**src/rtl/aes_ctrl_pkg.sv**
```systemverilog
// Shared constants, types and round-key index helpers for the AES round-key sequencer.
package aes_ctrl_pkg;

    localparam int unsigned BLK_W      = 128;
    localparam int unsigned RK_NUM     = 15;
    localparam int unsigned RK_IDX_W   = 4;
    localparam int unsigned ISSUE_LAST = 13;

    localparam logic MODE_ENC = 1'b0;
    localparam logic MODE_DEC = 1'b1;

    typedef logic [BLK_W-1:0]    blk_t;
    typedef logic [RK_IDX_W-1:0] rk_idx_t;

    typedef enum logic [1:0] {IDLE, ISSUE, WAIT, HOLD} state_t;

    typedef struct packed {
        logic    en;
        rk_idx_t idx;
        blk_t    data;
    } rk_wr_t;

    // Key driven on key0 for a given issue count: forward to encrypt, reverse to decrypt.
    function automatic rk_idx_t rk_idx0(input logic mode, input rk_idx_t cnt);
        if (cnt == '0) begin
            return (mode == MODE_ENC) ? '0 : RK_IDX_W'(RK_NUM - 1);
        end
        return (mode == MODE_ENC) ? cnt + RK_IDX_W'(1) : RK_IDX_W'(ISSUE_LAST) - cnt;
    endfunction

    function automatic rk_idx_t rk_idx1(input logic mode);
        return (mode == MODE_DEC) ? RK_IDX_W'(ISSUE_LAST) : RK_IDX_W'(1);
    endfunction

endpackage

```
**src/rtl/aes_rk_store.sv**
```systemverilog
// 15 x 128 round-key register file: one write port, two write-first combinational read ports.
module aes_rk_store
    import aes_ctrl_pkg::*;
(
    input  logic              clk,
    input  rk_wr_t            wr,
    input  logic [RK_IDX_W-1:0] rd_idx0,
    input  logic [RK_IDX_W-1:0] rd_idx1,
    output logic [BLK_W-1:0]  rd_data0_c,
    output logic [BLK_W-1:0]  rd_data1_c
);

    blk_t mem [RK_NUM];
    logic wr_hit;

    assign wr_hit = wr.en && (wr.idx < RK_IDX_W'(RK_NUM));

    // No reset: keys survive a controller reset.
    always_ff @(posedge clk) begin
        if (wr_hit) begin
            mem[wr.idx] <= wr.data;
        end
    end

    // A write in the request cycle is forwarded so the request sees the new key.
    always_comb begin
        rd_data0_c = '0;
        rd_data1_c = '0;
        if (wr_hit && (wr.idx == rd_idx0)) begin
            rd_data0_c = wr.data;
        end else if (rd_idx0 < RK_IDX_W'(RK_NUM)) begin
            rd_data0_c = mem[rd_idx0];
        end
        if (wr_hit && (wr.idx == rd_idx1)) begin
            rd_data1_c = wr.data;
        end else if (rd_idx1 < RK_IDX_W'(RK_NUM)) begin
            rd_data1_c = mem[rd_idx1];
        end
    end

endmodule

```
**src/rtl/aes_round_key_sequencer.sv**
```systemverilog
// Round-key sequencer in front of the AES-256 block core; all outputs registered.
// Optional AES_RK_VALID_TRACK_EN: hold off requests until all 15 round keys are written.
module aes_round_key_sequencer
    import aes_ctrl_pkg::*;
#(
    parameter int unsigned TIMEOUT_CYC = 64
) (
    input  logic                inClk,
    input  logic                inRstN,
    input  logic                inKeyWr,
    input  logic [RK_IDX_W-1:0] inKeyIdx,
    input  logic [BLK_W-1:0]    inKeyData,
    input  logic                inReqValid,
    input  logic                inReqMode,
    input  logic [BLK_W-1:0]    inReqData,
    output logic                outReqReady,
    output logic                outCoreDataWr,
    output logic [BLK_W-1:0]    outCoreData,
    output logic                outCoreAesMode,
    output logic [BLK_W-1:0]    outCoreKeyData0,
    output logic [BLK_W-1:0]    outCoreKeyData1,
    input  logic                inCoreBusy,
    input  logic [BLK_W-1:0]    inCoreData,
    output logic                outResValid,
    output logic [BLK_W-1:0]    outResData,
    input  logic                inResReady,
    output logic                outErr
);

    localparam int unsigned TO_W = $clog2(TIMEOUT_CYC + 1);

    state_t          state, state_nxt;
    rk_idx_t         cnt, cnt_nxt;
    logic [TO_W-1:0] tcnt, tcnt_nxt;
    logic            mode, mode_nxt;
    blk_t            blk, blk_nxt;

    logic    req_fire_c, key_bad_c, keys_ready_c, capture_c, timeout_c;
    rk_wr_t  key_wr_c;
    rk_idx_t rd_idx0_c, rd_idx1_c;
    blk_t    rk0_c, rk1_c;

    logic req_ready_c, core_wr_c, core_mode_c, res_valid_c, err_c;
    blk_t core_data_c, key0_c, key1_c, res_data_c;

    assign req_fire_c = outReqReady && inReqValid;
    assign key_bad_c  = inKeyWr && (state != IDLE);
    assign key_wr_c   = '{en: inKeyWr && (state == IDLE), idx: inKeyIdx, data: inKeyData};

`ifdef AES_RK_VALID_TRACK_EN
    logic [RK_NUM-1:0] rk_valid, rk_valid_nxt;

    assign rk_valid_nxt = rk_valid | (key_wr_c.en ? RK_NUM'(1) << inKeyIdx : '0);
    assign keys_ready_c = &rk_valid_nxt;

    always_ff @(posedge inClk or negedge inRstN) begin
        if (!inRstN) rk_valid <= '0;
        else         rk_valid <= rk_valid_nxt;
    end
`else
    assign keys_ready_c = 1'b1;
`endif

    aes_rk_store u_store (
        .clk        (inClk),
        .wr         (key_wr_c),
        .rd_idx0    (rd_idx0_c),
        .rd_idx1    (rd_idx1_c),
        .rd_data0_c (rk0_c),
        .rd_data1_c (rk1_c)
    );

    // State and output registers.
    always_ff @(posedge inClk or negedge inRstN) begin
        if (!inRstN) begin
            state           <= IDLE;
            cnt             <= '0;
            tcnt            <= '0;
            mode            <= MODE_ENC;
            blk             <= '0;
            outReqReady     <= 1'b0;
            outCoreDataWr   <= 1'b0;
            outCoreData     <= '0;
            outCoreAesMode  <= 1'b0;
            outCoreKeyData0 <= '0;
            outCoreKeyData1 <= '0;
            outResValid     <= 1'b0;
            outResData      <= '0;
            outErr          <= 1'b0;
        end else begin
            state           <= state_nxt;
            cnt             <= cnt_nxt;
            tcnt            <= tcnt_nxt;
            mode            <= mode_nxt;
            blk             <= blk_nxt;
            outReqReady     <= req_ready_c;
            outCoreDataWr   <= core_wr_c;
            outCoreData     <= core_data_c;
            outCoreAesMode  <= core_mode_c;
            outCoreKeyData0 <= key0_c;
            outCoreKeyData1 <= key1_c;
            outResValid     <= res_valid_c;
            outResData      <= res_data_c;
            outErr          <= err_c;
        end
    end

    // Next-state logic.
    always_comb begin
        state_nxt = state;
        cnt_nxt   = cnt;
        tcnt_nxt  = tcnt;
        mode_nxt  = mode;
        blk_nxt   = blk;
        capture_c = 1'b0;
        timeout_c = 1'b0;
        case (state)
            IDLE: begin
                if (req_fire_c) begin
                    state_nxt = ISSUE;
                    cnt_nxt   = '0;
                    mode_nxt  = inReqMode;
                    blk_nxt   = inReqData;
                end
            end
            ISSUE: begin
                if (cnt == RK_IDX_W'(ISSUE_LAST)) begin
                    state_nxt = WAIT;
                    tcnt_nxt  = '0;
                end else begin
                    cnt_nxt = cnt + RK_IDX_W'(1);
                end
            end
            WAIT: begin
                if (!inCoreBusy) begin
                    capture_c = 1'b1;
                    state_nxt = HOLD;
                end else if (tcnt == TO_W'(TIMEOUT_CYC - 1)) begin
                    timeout_c = 1'b1;
                    capture_c = 1'b1;
                    state_nxt = HOLD;
                end else begin
                    tcnt_nxt = tcnt + TO_W'(1);
                end
            end
            HOLD: begin
                if (inResReady) state_nxt = IDLE;
            end
            default: state_nxt = IDLE;
        endcase
    end

    // Output values for the upcoming state, registered on the same edge.
    always_comb begin
        req_ready_c = 1'b0;
        core_wr_c   = 1'b0;
        core_data_c = '0;
        core_mode_c = 1'b0;
        key0_c      = '0;
        key1_c      = '0;
        res_valid_c = 1'b0;
        res_data_c  = capture_c ? inCoreData : outResData;
        err_c       = outErr | key_bad_c | timeout_c;
        rd_idx0_c   = rk_idx0(mode_nxt, cnt_nxt);
        rd_idx1_c   = rk_idx1(mode_nxt);
        case (state_nxt)
            IDLE: req_ready_c = keys_ready_c;
            ISSUE: begin
                core_mode_c = mode_nxt;
                key0_c      = rk0_c;
                if (cnt_nxt == '0) begin
                    core_wr_c   = 1'b1;
                    core_data_c = blk_nxt;
                    key1_c      = rk1_c;
                end
            end
            WAIT: core_mode_c = mode_nxt;
            HOLD: begin
                core_mode_c = mode_nxt;
                res_valid_c = 1'b1;
            end
            default: ;
        endcase
    end

endmodule

```
**config.mk**
```make
export PLATFORM = sky130hd
export DESIGN_NAME = aes_round_key_sequencer
export DESIGN_NICKNAME = d
export VERILOG_FILES = /design/src/rtl/aes_ctrl_pkg.sv /design/src/rtl/aes_rk_store.sv /design/src/rtl/aes_round_key_sequencer.sv
export SDC_FILE = /design/constraint.sdc
export NUM_CORES = 2
export LEC_CHECK = 0
export ABC_AREA = 1
export CAP_MARGIN = 20
export CORE_MARGIN = 5
export CORE_UTILIZATION = 43
export DETAILED_ROUTE_END_ITERATION = 8
export GPL_TIMING_DRIVEN = 1
export PLACE_DENSITY_LB_ADDON = 0.05
export SYNTH_ARGS = -nofsm -noshare
export SYNTH_HDL_FRONTEND = slang
export SYNTH_SLANG_ARGS = --single-unit
```
**constraint.sdc**
```tcl
create_clock -name inClk -period 23 [get_ports inClk]
set_clock_uncertainty 0.15 [all_clocks]
set_input_delay 3.45 -clock inClk [delete_from_list [all_inputs] [get_ports inClk]]
set_output_delay 3.45 -clock inClk [all_outputs]
set_load 0.02 [all_outputs]
```
==> impl_metrics.json <==
{
  "grt_pass1_wl_um": 535000,
  "vias": 76950,
  "ctsResizeCount": 0,
  "min_period_ns": 11.13,
  "rsz0062_at_grt": "false",
  "ys_warn_count": 0,
  "grt_start_max_net_pins": 206,
  "yosys.cell_types.count": 36,
  "hold_buffers": 0,
  "post_drt_via_cell_ratio": 5.306,
  "area_delta_synth_final_pct": 19.56,
  "htreeDepth": 5,
  "grt-ovfl-total": 0,
  "drt_first_pass_iters": 6,
  "setup_viol": 0,
  "worst_slew_pin_slew_ns": 1.241,
  "gp_congestion": 0.8577,
  "coreArea_um2": 250500,
  "hold_class": "flop to flop",
  "post_drt_wl_per_cell_um": 25.35,
  "seq_area_frac_synth": 0.6871,
  "cts_tree": "built",
  "syn-num-nets": 10600,
  "finalMaxSlewViolations": 0,
  "syn_area_um2": 107900,
  "status": "complete, no violations",
  "clk_latency_ns": 0.94,
  "postSynthAreaPerCell_um2": 10.58,
  "cap_violations": 0,
  "critPathKind": "input port to flop",
  "endpoint_kind": "flop",
  "finalCritPeriodShare": 0.4840,
  "drtIter0Drc": 7349,
  "die_x_um": 511.0,
  "pin_count": 912,
  "relSlewSlack": 0.1727,
  "cts.clk_slew.worst_paths_ns": 0.06,
  "cts_made_buffers": 301,
  "crit_required_ns": 23.67,
  "grt_pass1_vias": 75070,
  "max_freq_mhz": 89.84,
  "die_area_um2": 261100,
  "gr-usage-all-layers": 0.2739,
  "port_buffers": 911,
  "drc": 0,
  "wl_um": 367600,
  "final_cell_mix": "nand2_1 (2,976), edfxtp_1 (1,920), nor2_1 (1,263)",
  "final_common_cell": "nand2_1",
  "ys_ff_latch": 2579,
  "final.setup.tns_ns": 0,
  "initial_utilization": 0.4308,
  "cts.sinks": 2579,
  "hold_violations": 0,
  "antenna_found_initial": 35,
  "drtAntennaViolNets": 0,
  "postCtsSetupBuffers": 0,
  "layout-drive-gt1-share": 0.06863,
  "die_y_um": 511.0,
  "placementRows": 184,
  "crit_fanout": 160,
  "synth_cells": 10200,
  "cp.arrival_ns": 11.80,
  "hpwl_um": 200900,
  "finalNetCount": 11320,
  "cts_buffer_depth": 4,
  "root_buffer": "clkbuf_16",
  "start_kind": "input port",
  "n_fill_cell": 22320
}
per-stage QoR:
| step | worst slack [ns] | util | cell area (µm²) | hold slack (ns) | std cells |
|---|---|---|---|---|---|
| 2_1_floorplan | 12.80 | - | 107900 | 0.3381 | 10200 |
| 3_3_place_gp | 11.03 | 0.4772 | 119500 | 0.3354 | 13960 |
| 3_5_place_dp | 10.90 | 0.4772 | 119500 | 0.3415 | 13960 |
| 4_1_cts | 11.90 | 0.5148 | 128900 | 0.3541 | 14490 |
| 5_1_grt | 11.50 | 0.5151 | 129000 | 0.3661 | 14500 |
| 6_report | 11.87 | 0.5151 | 129000 | 0.3517 | 14500 |
layout make-up:
type	count	area, µm²	area share
Inverter	682	2580	0.02000
Clock inverter	102	918.4	0.007118
Timing Repair Buffer	1042	10310	0.07991
Antenna cell	9	22.52	0.0001746
Tap cell	3348	4189	0.03247
Multi-Input combinational cell	6311	28380	0.2199
Clock buffer	430	8484	0.06576
Sequential cell	2579	74150	0.5747
final timing paths:
path                                              from                       endpoint  slack [ns]  cells after the start
setup / recovery                            inReqValid  outCoreKeyData0[74]$_DFF_PN0_       11.87                     21
hold / removal             outResData[121]$_DFFE_PN0P_    outResData[121]$_DFFE_PN0P_        0.35                      1
setup reg to reg                    state[1]$_DFF_PN0_  outCoreKeyData0[74]$_DFF_PN0_       14.33                     19
hold reg to reg            outResData[121]$_DFFE_PN0P_    outResData[121]$_DFFE_PN0P_        0.35                      1
max in group asynchronous                       inRstN  outCoreKeyData0[31]$_DFF_PN0_       16.61                      5
min in group asynchronous                       inRstN     outResData[29]$_DFFE_PN0P_        2.37                      1
cells in the mapped netlist (all sizes together):
master   instances  share of area
dfrtp          659           0.15
nor4             1       0.000058
nand2         2995           0.10
inv            682          0.024
nand3         1048          0.049
xnor2            1       0.000081
o31ai            1       0.000070
nand3b         281          0.020
clkbuf         216         0.0075
edfxtp        1920           0.53
buf            412          0.021
nor2          1288          0.045
a211oi           3        0.00021
a31oi            1       0.000058
o21ai          438          0.020
o311ai           1       0.000081
mux2           128          0.013
ha               7        0.00081
nor3           103         0.0064
o2111ai          1       0.000081
nand4            1       0.000058
or2              4        0.00023
a21oi            9        0.00042
worst max-delay path, cell delays in order:
cell             delay, ns
clkdlybuf4s50_1       0.46
nand2_1               0.07
inv_1                 0.17
nand2_8               0.45
nand2_1               0.39
nand2_8               0.39
inv_6                 0.82
buf_4                 0.63
or2_1                 0.20
nand3_2               0.14
nand2_8               0.64
buf_12                0.75
nand2_1               0.11
nand2_1               0.15
nor2_4                0.06
nand2_4               0.64
buf_4                 0.78
buf_4                 0.84
nand2_1               0.14
nor2_1                0.15
nor2_2                0.04
layer usage:
layer  up-vias  share of wire  GRT usage
li1      35080              -          -
met1     38250           0.42     0.3769
met2      3008           0.47     0.4436
met4        24          0.031    0.08472
met3       586          0.074    0.05046
met5         -        0.00042          0
sequential cells by signal, indices dropped and copies added (netlist names):
register and count:
outCoreAesMode 1, outResValid 1, outCoreData 128, state 2, outReqReady 1, u_store.mem 1920, outErr 1, outResData 128
tcnt 7, mode 1, outCoreKeyData0 128, outCoreDataWr 1, outCoreKeyData1 128, cnt 4, blk 128
cell families after synthesis:
group / after synthesis / synth area share
mux: 128 / 0.01336
xor+xnor: 1 / 0.00008117
buf+inv: 1310 / 0.05247
compound gates: 454 / 0.02123
simple gates: 5721 / 0.2250
fa+ha+maj: 7 / 0.0008115
flops: 2579 / 0.6871
Power is not shown: default switching activity piles up to over one toggle a cycle in this logic, so the estimate is an artifact.
